$ cat src/rtl/cart_bus_bridge_pkg.sv
// Types and address-window constants shared by the cartridge bus bridge and the mappers.
package cart_bus_bridge_pkg;

   typedef enum logic [1:0] {
      ST_IDLE       = 2'd0,
      ST_READ_WAIT  = 2'd1,
      ST_WRITE_HOLD = 2'd2,
      ST_DONE       = 2'd3
   } bridge_state_t;

   localparam logic [15:0] CART_BASE_DEFAULT = 16'h4020;
   localparam logic [15:0] PRG_RAM_START     = 16'h6000;
   localparam logic [15:0] PRG_BANK0_START   = 16'h8000;
   localparam int          TIMEOUT_W         = 4;

   function automatic logic is_cart_addr(input logic [15:0] addr, input logic [15:0] base);
      return (addr >= base);
   endfunction

endpackage

$ cat src/rtl/cart_bus_bridge_sync.sv
// Multi-flop synchroniser for an asynchronous level, with one-cycle rise/fall pulses.
module sync_edge_detect #(
   parameter int SYNC_STAGES = 2
) (
   input  logic clk,
   input  logic rst,
   input  logic async_sig,
   output logic sync_level,
   output logic rise_pulse,
   output logic fall_pulse
);

   logic [SYNC_STAGES-1:0] chain_r;
   logic                   prev_r;

   // Shift the async level through the chain and keep one cycle of history.
   always_ff @(posedge clk or posedge rst) begin
      if (rst) begin
         chain_r <= '0;
         prev_r  <= 1'b0;
      end else begin
         chain_r <= {chain_r[SYNC_STAGES-2:0], async_sig};
         prev_r  <= chain_r[SYNC_STAGES-1];
      end
   end

   assign sync_level = chain_r[SYNC_STAGES-1];
   assign rise_pulse = chain_r[SYNC_STAGES-1] & ~prev_r;
   assign fall_pulse = ~chain_r[SYNC_STAGES-1] & prev_r;

endmodule

$ cat src/rtl/cart_bus_bridge.sv
// Converts sampled CPU bus cycles into single read/write strobes on the mapper prg_* port,
// with open-bus fallback when the mapper does not answer a read in time.
module cart_bus_bridge
   import cart_bus_bridge_pkg::*;
#(
   parameter int          SYNC_STAGES  = 2,
   parameter int          READ_TIMEOUT = 4,
   parameter logic [15:0] CART_BASE    = CART_BASE_DEFAULT
) (
   input  logic        cart_clk_in,
   input  logic        reset_in,
   input  logic        cpu_clk_in,
   input  logic        cpu_rw_in,
   input  logic [15:0] cpu_address_in,
   input  logic [7:0]  cpu_data_in,
   output logic [7:0]  cpu_data_out,
   output logic        cpu_data_valid_out,
   output logic        prg_read_out,
   output logic        prg_write_out,
   output logic [15:0] prg_address_out,
   output logic [7:0]  prg_data_out,
   input  logic        prg_data_en_in,
   input  logic [7:0]  prg_data_in
);

   localparam logic [TIMEOUT_W-1:0] TO_LAST = TIMEOUT_W'(READ_TIMEOUT - 1);
   localparam logic [TIMEOUT_W-1:0] TO_MAX  = {TIMEOUT_W{1'b1}};

   logic                 sync_last_s;
   logic                 rise_s;
   logic                 fall_s;
   bridge_state_t        state_r;
   logic                 rw_r;
   logic                 pending_r;
   logic [7:0]           open_bus_r;
   logic [TIMEOUT_W-1:0] to_cnt_r;
   logic [15:0]          acc_addr_s;
   logic                 acc_rw_s;
   logic                 timeout_s;

   sync_edge_detect #(
      .SYNC_STAGES(SYNC_STAGES)
   ) u_cpu_clk_sync (
      .clk       (cart_clk_in),
      .rst       (reset_in),
      .async_sig (cpu_clk_in),
      .sync_level(sync_last_s),
      .rise_pulse(rise_s),
      .fall_pulse(fall_s)
   );

   // Pick the access to start: a replayed one after an abort, else the live bus.
   always_comb begin
      if (pending_r) begin
         acc_addr_s = prg_address_out;
         acc_rw_s   = rw_r;
      end else begin
         acc_addr_s = cpu_address_in;
         acc_rw_s   = cpu_rw_in;
      end
   end

   assign timeout_s = (to_cnt_r >= TO_LAST);

   // Capture the bus on every CPU clock rise; a rise can only occur while no strobe must stay stable.
   always_ff @(posedge cart_clk_in or posedge reset_in) begin
      if (reset_in) begin
         prg_address_out <= 16'h0000;
         prg_data_out    <= 8'h00;
         rw_r            <= 1'b0;
      end else if (rise_s) begin
         prg_address_out <= cpu_address_in;
         prg_data_out    <= cpu_data_in;
         rw_r            <= cpu_rw_in;
      end else begin
         rw_r            <= rw_r;
      end
   end

   // Bridge state machine with registered strobes and read-data return.
   always_ff @(posedge cart_clk_in or posedge reset_in) begin
      if (reset_in) begin
         state_r            <= ST_IDLE;
         pending_r          <= 1'b0;
         open_bus_r         <= 8'h00;
         to_cnt_r           <= '0;
         cpu_data_out       <= 8'h00;
         cpu_data_valid_out <= 1'b0;
         prg_read_out       <= 1'b0;
         prg_write_out      <= 1'b0;
      end else begin
         cpu_data_valid_out <= 1'b0;
         case (state_r)
            ST_IDLE: begin
               if (pending_r || rise_s) begin
                  pending_r <= 1'b0;
                  to_cnt_r  <= '0;
                  if (is_cart_addr(acc_addr_s, CART_BASE)) begin
                     if (acc_rw_s) begin
                        state_r      <= ST_READ_WAIT;
                        prg_read_out <= 1'b1;
                     end else begin
                        state_r       <= ST_WRITE_HOLD;
                        prg_write_out <= 1'b1;
                     end
                  end
               end
            end
            ST_READ_WAIT: begin
               if (rise_s) begin
                  // Missed CPU cycle: finish this read now, replay the new access next cycle.
                  prg_read_out       <= 1'b0;
                  cpu_data_valid_out <= 1'b1;
                  cpu_data_out       <= prg_data_en_in ? prg_data_in : open_bus_r;
                  if (prg_data_en_in) begin
                     open_bus_r <= prg_data_in;
                  end
                  pending_r <= 1'b1;
                  to_cnt_r  <= '0;
                  state_r   <= ST_IDLE;
               end else if (prg_data_en_in) begin
                  prg_read_out       <= 1'b0;
                  cpu_data_valid_out <= 1'b1;
                  cpu_data_out       <= prg_data_in;
                  open_bus_r         <= prg_data_in;
                  to_cnt_r           <= '0;
                  state_r            <= ST_DONE;
               end else if (timeout_s) begin
                  prg_read_out       <= 1'b0;
                  cpu_data_valid_out <= 1'b1;
                  cpu_data_out       <= open_bus_r;
                  to_cnt_r           <= '0;
                  state_r            <= ST_DONE;
               end else if (to_cnt_r != TO_MAX) begin
                  to_cnt_r <= to_cnt_r + {{(TIMEOUT_W-1){1'b0}}, 1'b1};
               end
            end
            ST_WRITE_HOLD: begin
               if (rise_s) begin
                  prg_write_out <= 1'b0;
                  pending_r     <= 1'b1;
                  to_cnt_r      <= '0;
                  state_r       <= ST_IDLE;
               end else if (fall_s) begin
                  prg_write_out <= 1'b0;
                  to_cnt_r      <= '0;
                  state_r       <= ST_DONE;
               end
            end
            ST_DONE: begin
               prg_read_out  <= 1'b0;
               prg_write_out <= 1'b0;
               if (!sync_last_s) begin
                  to_cnt_r <= '0;
                  state_r  <= ST_IDLE;
               end
            end
            default: begin
               prg_read_out  <= 1'b0;
               prg_write_out <= 1'b0;
               pending_r     <= 1'b0;
               to_cnt_r      <= '0;
               state_r       <= ST_IDLE;
            end
         endcase
      end
   end

endmodule

$ cat config.mk
export PLATFORM = sky130hd
export DESIGN_NAME = cart_bus_bridge
export DESIGN_NICKNAME = d
export VERILOG_FILES = /design/src/rtl/cart_bus_bridge_pkg.sv /design/src/rtl/cart_bus_bridge_sync.sv /design/src/rtl/cart_bus_bridge.sv
export SDC_FILE = /design/constraint.sdc
export NUM_CORES = 1
export LEC_CHECK = 0
export ABC_AREA = 1
export ABC_CLOCK_PERIOD_IN_PS = 1600
export CAP_MARGIN = 30
export CELL_PAD_IN_SITES_DETAIL_PLACEMENT = 1
export CELL_PAD_IN_SITES_GLOBAL_PLACEMENT = 2
export CORE_AREA = 4 4 106 108
export DETAILED_ROUTE_END_ITERATION = 12
export DIE_AREA = 0 0 110 112
export PLACE_DENSITY = 0.84
export SYNTH_ARGS = -nofsm -noshare
export SYNTH_HDL_FRONTEND = slang
export SYNTH_SLANG_ARGS = --single-unit
export TNS_END_PERCENT = 10
$ cat constraint.sdc
create_clock -name cart_clk_in -period 1.6 [get_ports cart_clk_in]
set_input_delay 0.4 -clock cart_clk_in [delete_from_list [all_inputs] [get_ports cart_clk_in]]
set_output_delay 0.4 -clock cart_clk_in [all_outputs]
set_load 0.01 [all_outputs]
==> results.yml, run 1 <==
cts:
  clk_latency_ns: 0.32
  hold_buffers: 0
  clk_pin_slew_ns: 0.11
  cts_root_buffer: "clkbuf_8"
  cts_tree: "yes"
  numClockSinks: 54
  cts_max_level: 2
  cts.path.max_buffers: 2
  cts_buffers: 5
yosys:
  synthCells: 294
  async_flop_share_pct: 100
  synth_seq_cells: 54
  seq_area_frac_synth_pct: 55.5
  synth_top_cell_area_share_pct: 55.5
  synthDistinctLibCells: 21
  synthTopCellsByArea: "dfrtp_1 56%, nand2_1 20%, o21ai_0 5.3%"
  netlist_area_um2: 2430
  synth-edff-count: 0
  synth_area_leader_cell: "dfrtp_1"
  synthFlopType: "dfrtp_1"
  synth.avg_cell_area_um2: 8.28
  synthesis.nets: 337
  yosysWarningCount: 0
  yosysMostFrequentCell: "nand2_1"
  synth_common_cells: "128 x nand2_1, 54 x dfrtp_1, 27 x inv_1"
cells_and_area:
  antenna_cells: 0
  multi_input_area_um2: 932
  nFillCells: 1233
  final_layout_size_suffix_gt1_share_pct: 10.4
  post-route-util_pct: 33.9
  fin_cells: 510
  fin_nets: 416
  regArea_um2: 1360
  area_growth_pct: 42.6
placed_design:
  dp_slack_ns: -0.0853
  dp_hpwl_mm: 4.71
  portBuffers: 71
  place_inst: 501
  place_congestion: 0.707
grt:
  grt_overflow: 0
  use_met1_pct: 14.2
  busiest_layer: "met2"
  grt_pass1_wl_mm: 10.8
  gr-usage-all-layers_pct: 10.9
  met3_usage_pct: 2.43
  grt_pass1_vias: 2247
  grt_max_degree: 55
  gr-usage-met2_pct: 18.2
  antenna_found_initial: 0
route:
  vias_per_cell: 4.16
  wl_mm: 6.32
  dr_total_vias: 2123
  firstDrtPassIters: 4
  avgRoutedWirePerCell_um: 12.4
  ant_nets: 0
  drc: 0
  drtIter0Drc: 62
timing:
  finalHoldViolations: 0
  skew_ns: 0.0122
  fin_ws_ns: 0.130
  slew_viol_final: 0
  fmax_ghz: 0.680
  rsz0062_at_grt: "false"
  slew_headroom_pct: 80.2
  setup_violations: 0
  fin_crit_sh_pct: 91.9
  period_needed_ns: 1.47
  tightestPinTransition_ns: 0.297
  hold_ws_ns: 0.362
power_and_ir_drop:
  p_switching_mw: 1.68
  p_clk_share_pct: 23.1
  intPower_mw: 3.10
  p_comb_share_pct: 36.3
  finalPower_mw: 4.77
  powerDensity_nw_per_um2: 1380
  swShare_pct: 35.2
  power_frac_seq_pct: 40.6
  peakVddDrop_uv: 392
  p_leak_nw: 1.77
worst_setup_path:
  cp_max_fo: 8
  crit_required_ns: 1.82
  critPathLaunchType: "flip-flop"
  rrSetupSlack_ns: 0.13
  worstPathArrival_ns: 1.69
  endpoint_kind: "flip-flop"
  critPathKind: "reg2reg"
floorplan:
  die_area_um2: 12300
  placementRows: 37
  fp.coreArea_um2: 10200
  io_pins: 72
  fp.dieH_um: 112
  start_util_pct: 23.8
  die_w_um: 110
flow_run:
  maxCapViolCount: 0
run_status:
  status: "finished clean"
hold_path:
  hold_path.class: "reg2reg"
-- cell families after synthesis --
family / count (synthesis) / synth area share (%)
AND/OR/NAND/NOR: 164 / 27.5
flip-flops: 54 / 55.5
buffers and inverters: 39 / 6.79
AO/OA/AOI/OAI: 31 / 7.15
adder cells (fa/ha/maj): 6 / 3.08
-- sequential cells by signal (all words and copies together), names as in the netlist --
name / cells
u_cpu_clk_sync.chain_r: 2
prg_read_out: 1
prg_data_out: 8
pending_r: 1
cpu_data_valid_out: 1
u_cpu_clk_sync.prev_r: 1
prg_write_out: 1
cpu_data_out: 8
state_r: 2
open_bus_r: 8
rw_r: 1
to_cnt_r: 4
prg_address_out: 16
-- metal layers --
metal  up-vias  wire, µm
met5         -         0
met4         0        71
met3         5       263
met2        38      3150
met1      1019      2840
li1       1061         -
-- path summary, 6_finish.rpt --
kind | end | depth (start not counted) | from
max in group asynchronous | pending_r$_DFFE_PP0P_ | 3 | reset_in
setup reg to reg | state_r[1]$_DFFE_PP0P_ | 8 | state_r[0]$_DFFE_PP0P_
hold / removal | u_cpu_clk_sync.chain_r[1]$_DFF_PP0_ | 0 | u_cpu_clk_sync.chain_r[0]$_DFF_PP0_
setup / recovery | state_r[1]$_DFFE_PP0P_ | 8 | state_r[0]$_DFFE_PP0P_
hold reg to reg | u_cpu_clk_sync.chain_r[1]$_DFF_PP0_ | 0 | u_cpu_clk_sync.chain_r[0]$_DFF_PP0_
min in group asynchronous | cpu_data_out[2]$_DFFE_PP0P_ | 3 | reset_in
-- power by group through the flow --
stage          Combinational (mW)  Sequential, mW  Clock [mW]
5_1_grt                      2.02            1.99        1.21
4_1_cts                      1.71            1.94        1.17
3_5_place_dp                 1.84            1.98           0
2_1_floorplan                1.03            1.99           0
3_3_place_gp                 1.78            1.95           0
6_report                     1.73            1.94        1.10
-- metrics by stage --
step	instance area (µm²)	setup TNS, ns
2_1_floorplan	2440	0
3_3_place_gp	3350	-0.00190
3_5_place_dp	3350	-0.312
4_1_cts	3440	0
5_1_grt	3470	0
6_report	3470	0
-- worst max-delay path, stage by stage, from the launching register on --
cell and delay, ns:
dfrtp_2 0.44, buf_4 0.15, ha_1 0.23, nand2_1 0.07, nand3_1 0.10, inv_2 0.15
nand3_2 0.10, nand2_1 0.08, nand2_1 0.05
-- repair_timing --
action | CTS | global route
resized for setup | 34 | 7
pin swaps | 0 | 2
endpoints found under the setup margin | 34 | 6
setup buffers | 0 | 1
-- final cells by class --
type,instances,area share [%]
multi-input combinational,201,26.9
sequential,54,39.1
clock buffer,5,1.98
tap,136,4.90
inverter,30,3.35
clock inverter,3,1.98
timing repair buffer,81,21.9
-- cells in the final DEF, fill, tap and decap left out, drive strengths merged --
master	synthesis	final
bufinv	0	2
nand4	4	4
a211oi	1	1
nand2	132	132
clkdlybuf4s50	0	36
clkinvlp	0	1
a21oi	3	3
o211ai	1	1
clkinv	0	1
dlygate4sd2	0	34
clkbuf	7	5
o21ai	26	26
buf	2	10
nand3	8	8
nor3	2	2
nor2	18	18
dfrtp	54	54
ha	6	6
dlymetal6s2s	0	1
inv	30	29
No activity file was read; power rests on OpenSTA's default activity.
==> inputs of run 2 (changes only) <==
--- a/config.mk
+++ b/config.mk
@@ -14,6 +14,8 @@
 export DETAILED_ROUTE_END_ITERATION = 12
 export DIE_AREA = 0 0 110 112
 export PLACE_DENSITY = 0.84
+export REMOVE_ABC_BUFFERS = 1
+export SKIP_CTS_REPAIR_TIMING = 1
 export SYNTH_ARGS = -nofsm -noshare
 export SYNTH_HDL_FRONTEND = slang
 export SYNTH_SLANG_ARGS = --single-unit
==> results.yml, run 2 (synthesis gave the netlist of run 1 again) <==
worst_setup_path:
  r2r-start: "to_cnt_r[0]$_DFFE_PP0P_"
  rrSetupSlack_ns: 0.16
  cp_max_fo: 9
  rr_worst_depth: 7
  critPathLaunchType: "flip-flop"
  worstPathArrival_ns: 1.64
  crit_required_ns: 1.80
  r2r_end: "cpu_data_out[1]$_DFFE_PP0P_"
  critPathKind: "reg2reg"
  endpoint_kind: "flip-flop"
route:
  drtIter0Drc: 53
  wl_mm: 6.29
  dr_total_vias: 2138
  ant_nets: 0
  firstDrtPassIters: 4
  vias_per_cell: 4.20
  avgRoutedWirePerCell_um: 12.4
  drc: 0
power_and_ir_drop:
  powerDensity_nw_per_um2: 1270
  power_frac_seq_pct: 42.8
  p_switching_mw: 1.61
  p_comb_share_pct: 41.0
  finalPower_mw: 4.47
  peakVddDrop_uv: 453
  p_clk_share_pct: 16.2
  p_leak_nw: 2.07
  swShare_pct: 36.0
  intPower_mw: 2.86
timing:
  skew_ns: 0.00657
  setup_violations: 0
  slew_headroom_pct: 80.1
  rsz0062_at_grt: "false"
  finalHoldViolations: 0
  tns_ns: 0
  tightestPinTransition_ns: 0.298
  fmax_ghz: 0.692
  slew_viol_final: 0
  period_needed_ns: 1.44
  fin_crit_sh_pct: 90.3
floorplan:
  start_util_pct: 23.8
  fp.dieH_um: 112
  fp.coreArea_um2: 10200
  die_w_um: 110
  die_area_um2: 12300
  io_pins: 72
  placementRows: 37
cells_and_area:
  largest_reg_flops: 16
  final_layout_size_suffix_gt1_share_pct: 9.12
  fin_nets: 416
  layout_common_cells: "128 x nand2_1, 53 x dfrtp_1, 36 x clkdlybuf4s50_1"
  regArea_um2: 1350
  multi_input_area_um2: 932
  nFillCells: 1217
  fin_area_um2: 3530
  layout_commonest_cell: "nand2_1"
  antenna_cells: 0
  regMostFlops: "prg_address_out"
  area_growth_pct: 45.0
cts:
  numClockSinks: 54
  cts_tree: "yes"
  clk_pin_slew_ns: 0.09
  cts_buffers: 5
  cts.path.max_buffers: 2
  cts_root_buffer: "clkbuf_8"
  cts_max_level: 2
  clk_latency_ns: 0.30
hold_path:
  hold_path.class: "reg2reg"
  hp-start: "u_cpu_clk_sync.chain_r[0]$_DFF_PP0_"
  min_to: "u_cpu_clk_sync.chain_r[1]$_DFF_PP0_"
  holdPathStages: 0
grt:
  gr-usage-all-layers_pct: 10.6
  grt_overflow: 0
  grt_pass1_vias: 2244
  grt_max_degree: 55
  grt_pass1_wl_mm: 10.6
  antenna_found_initial: 0
placed_design:
  dp_hpwl_mm: 4.80
  place_congestion: 0.721
  portBuffers: 71
  placed_area_um2: 3350
flow_run:
  maxCapViolCount: 0
run_status:
  status: "finished clean"
## run 2: cell types whose count changed in the layout (fill, tap and decap cells not counted), sizes merged
cell | before | now
clkinvlp | 1 | 0
clkbuf | 5 | 7
inv | 29 | 30
bufinv | 2 | 0
clkinv | 1 | 0
dlygate4sd2 | 34 | 0
dlymetal6s2s | 1 | 35
## run 2: layer usage
metal | part of all wire (%) | routed length (µm) | global-route usage, % | vias up
met5 | 0 | 0 | 0 | -
met4 | 0.83 | 52 | 2.49 | 0
met3 | 7.6 | 480 | 3.48 | 6
met2 | 48 | 3010 | 17.7 | 57
met1 | 44 | 2740 | 13.3 | 1014
li1 | - | - | - | 1061
## run 2: power groups by stage
stage          Clock, mW  Combinational [mW]  Sequential [mW]
3_3_place_gp           0                1.82             1.95
6_report           0.723                1.84             1.92
2_1_floorplan          0               0.935             2.02
4_1_cts            0.773                1.89             1.93
5_1_grt            0.838                2.11             1.97
3_5_place_dp           0                1.88             1.95
## run 2: worst max-delay path by stage
stage / startpoint / end / slack (ns) / cells after the start
final: to_cnt_r[0]$_DFFE_PP0P_ / cpu_data_out[1]$_DFFE_PP0P_ / 0.16 / 7
after global routing: state_r[0]$_DFFE_PP0P_ / state_r[1]$_DFFE_PP0P_ / 0.01 / 8
after CTS: prg_address_out[15]$_DFFE_PP0P_ / prg_address_out[15] / -0.1 / 1
after detailed placement: cpu_address_in[9] / prg_write_out$_DFFE_PP0P_ / -0.06 / 10
after global placement: cpu_address_in[11] / prg_read_out$_DFFE_PP0P_ / -0.04 / 9
after floorplan: u_cpu_clk_sync.prev_r$_DFF_PP0_ / prg_read_out$_DFFE_PP0P_ / -0.28 / 9
## run 2: layout make-up
| type | count | area share [%] |
|---|---|---|
| Timing Repair Buffer | 81 | 25.1 |
| Sequential cell | 54 | 38.3 |
| Multi-Input combinational cell | 201 | 26.4 |
| Inverter | 30 | 3.19 |
| Clock buffer | 7 | 2.16 |
| Tap cell | 136 | 4.82 |
## run 2: critical path: stages (launching register included)
cell and delay (ns):
dfrtp_1 0.41, ha_1 0.22, nor3_2 0.19, nand3_1 0.11, nand2_2 0.18, inv_2 0.12, nand2_1 0.08, nand2_1 0.04
## run 2: metrics by stage
step / cells / hold WS, ns / util [%] / worst slack [ns]
3_3_place_gp: 502 / 0.335 / 32.7 / -0.0450
3_5_place_dp: 502 / 0.336 / 32.7 / -0.0632
2_1_floorplan: 285 / 0.331 / - / -0.280
4_1_cts: 509 / 0.358 / 33.5 / -0.0957
6_report: 509 / 0.353 / 34.5 / 0.155
5_1_grt: 509 / 0.366 / 34.5 / 0.00967
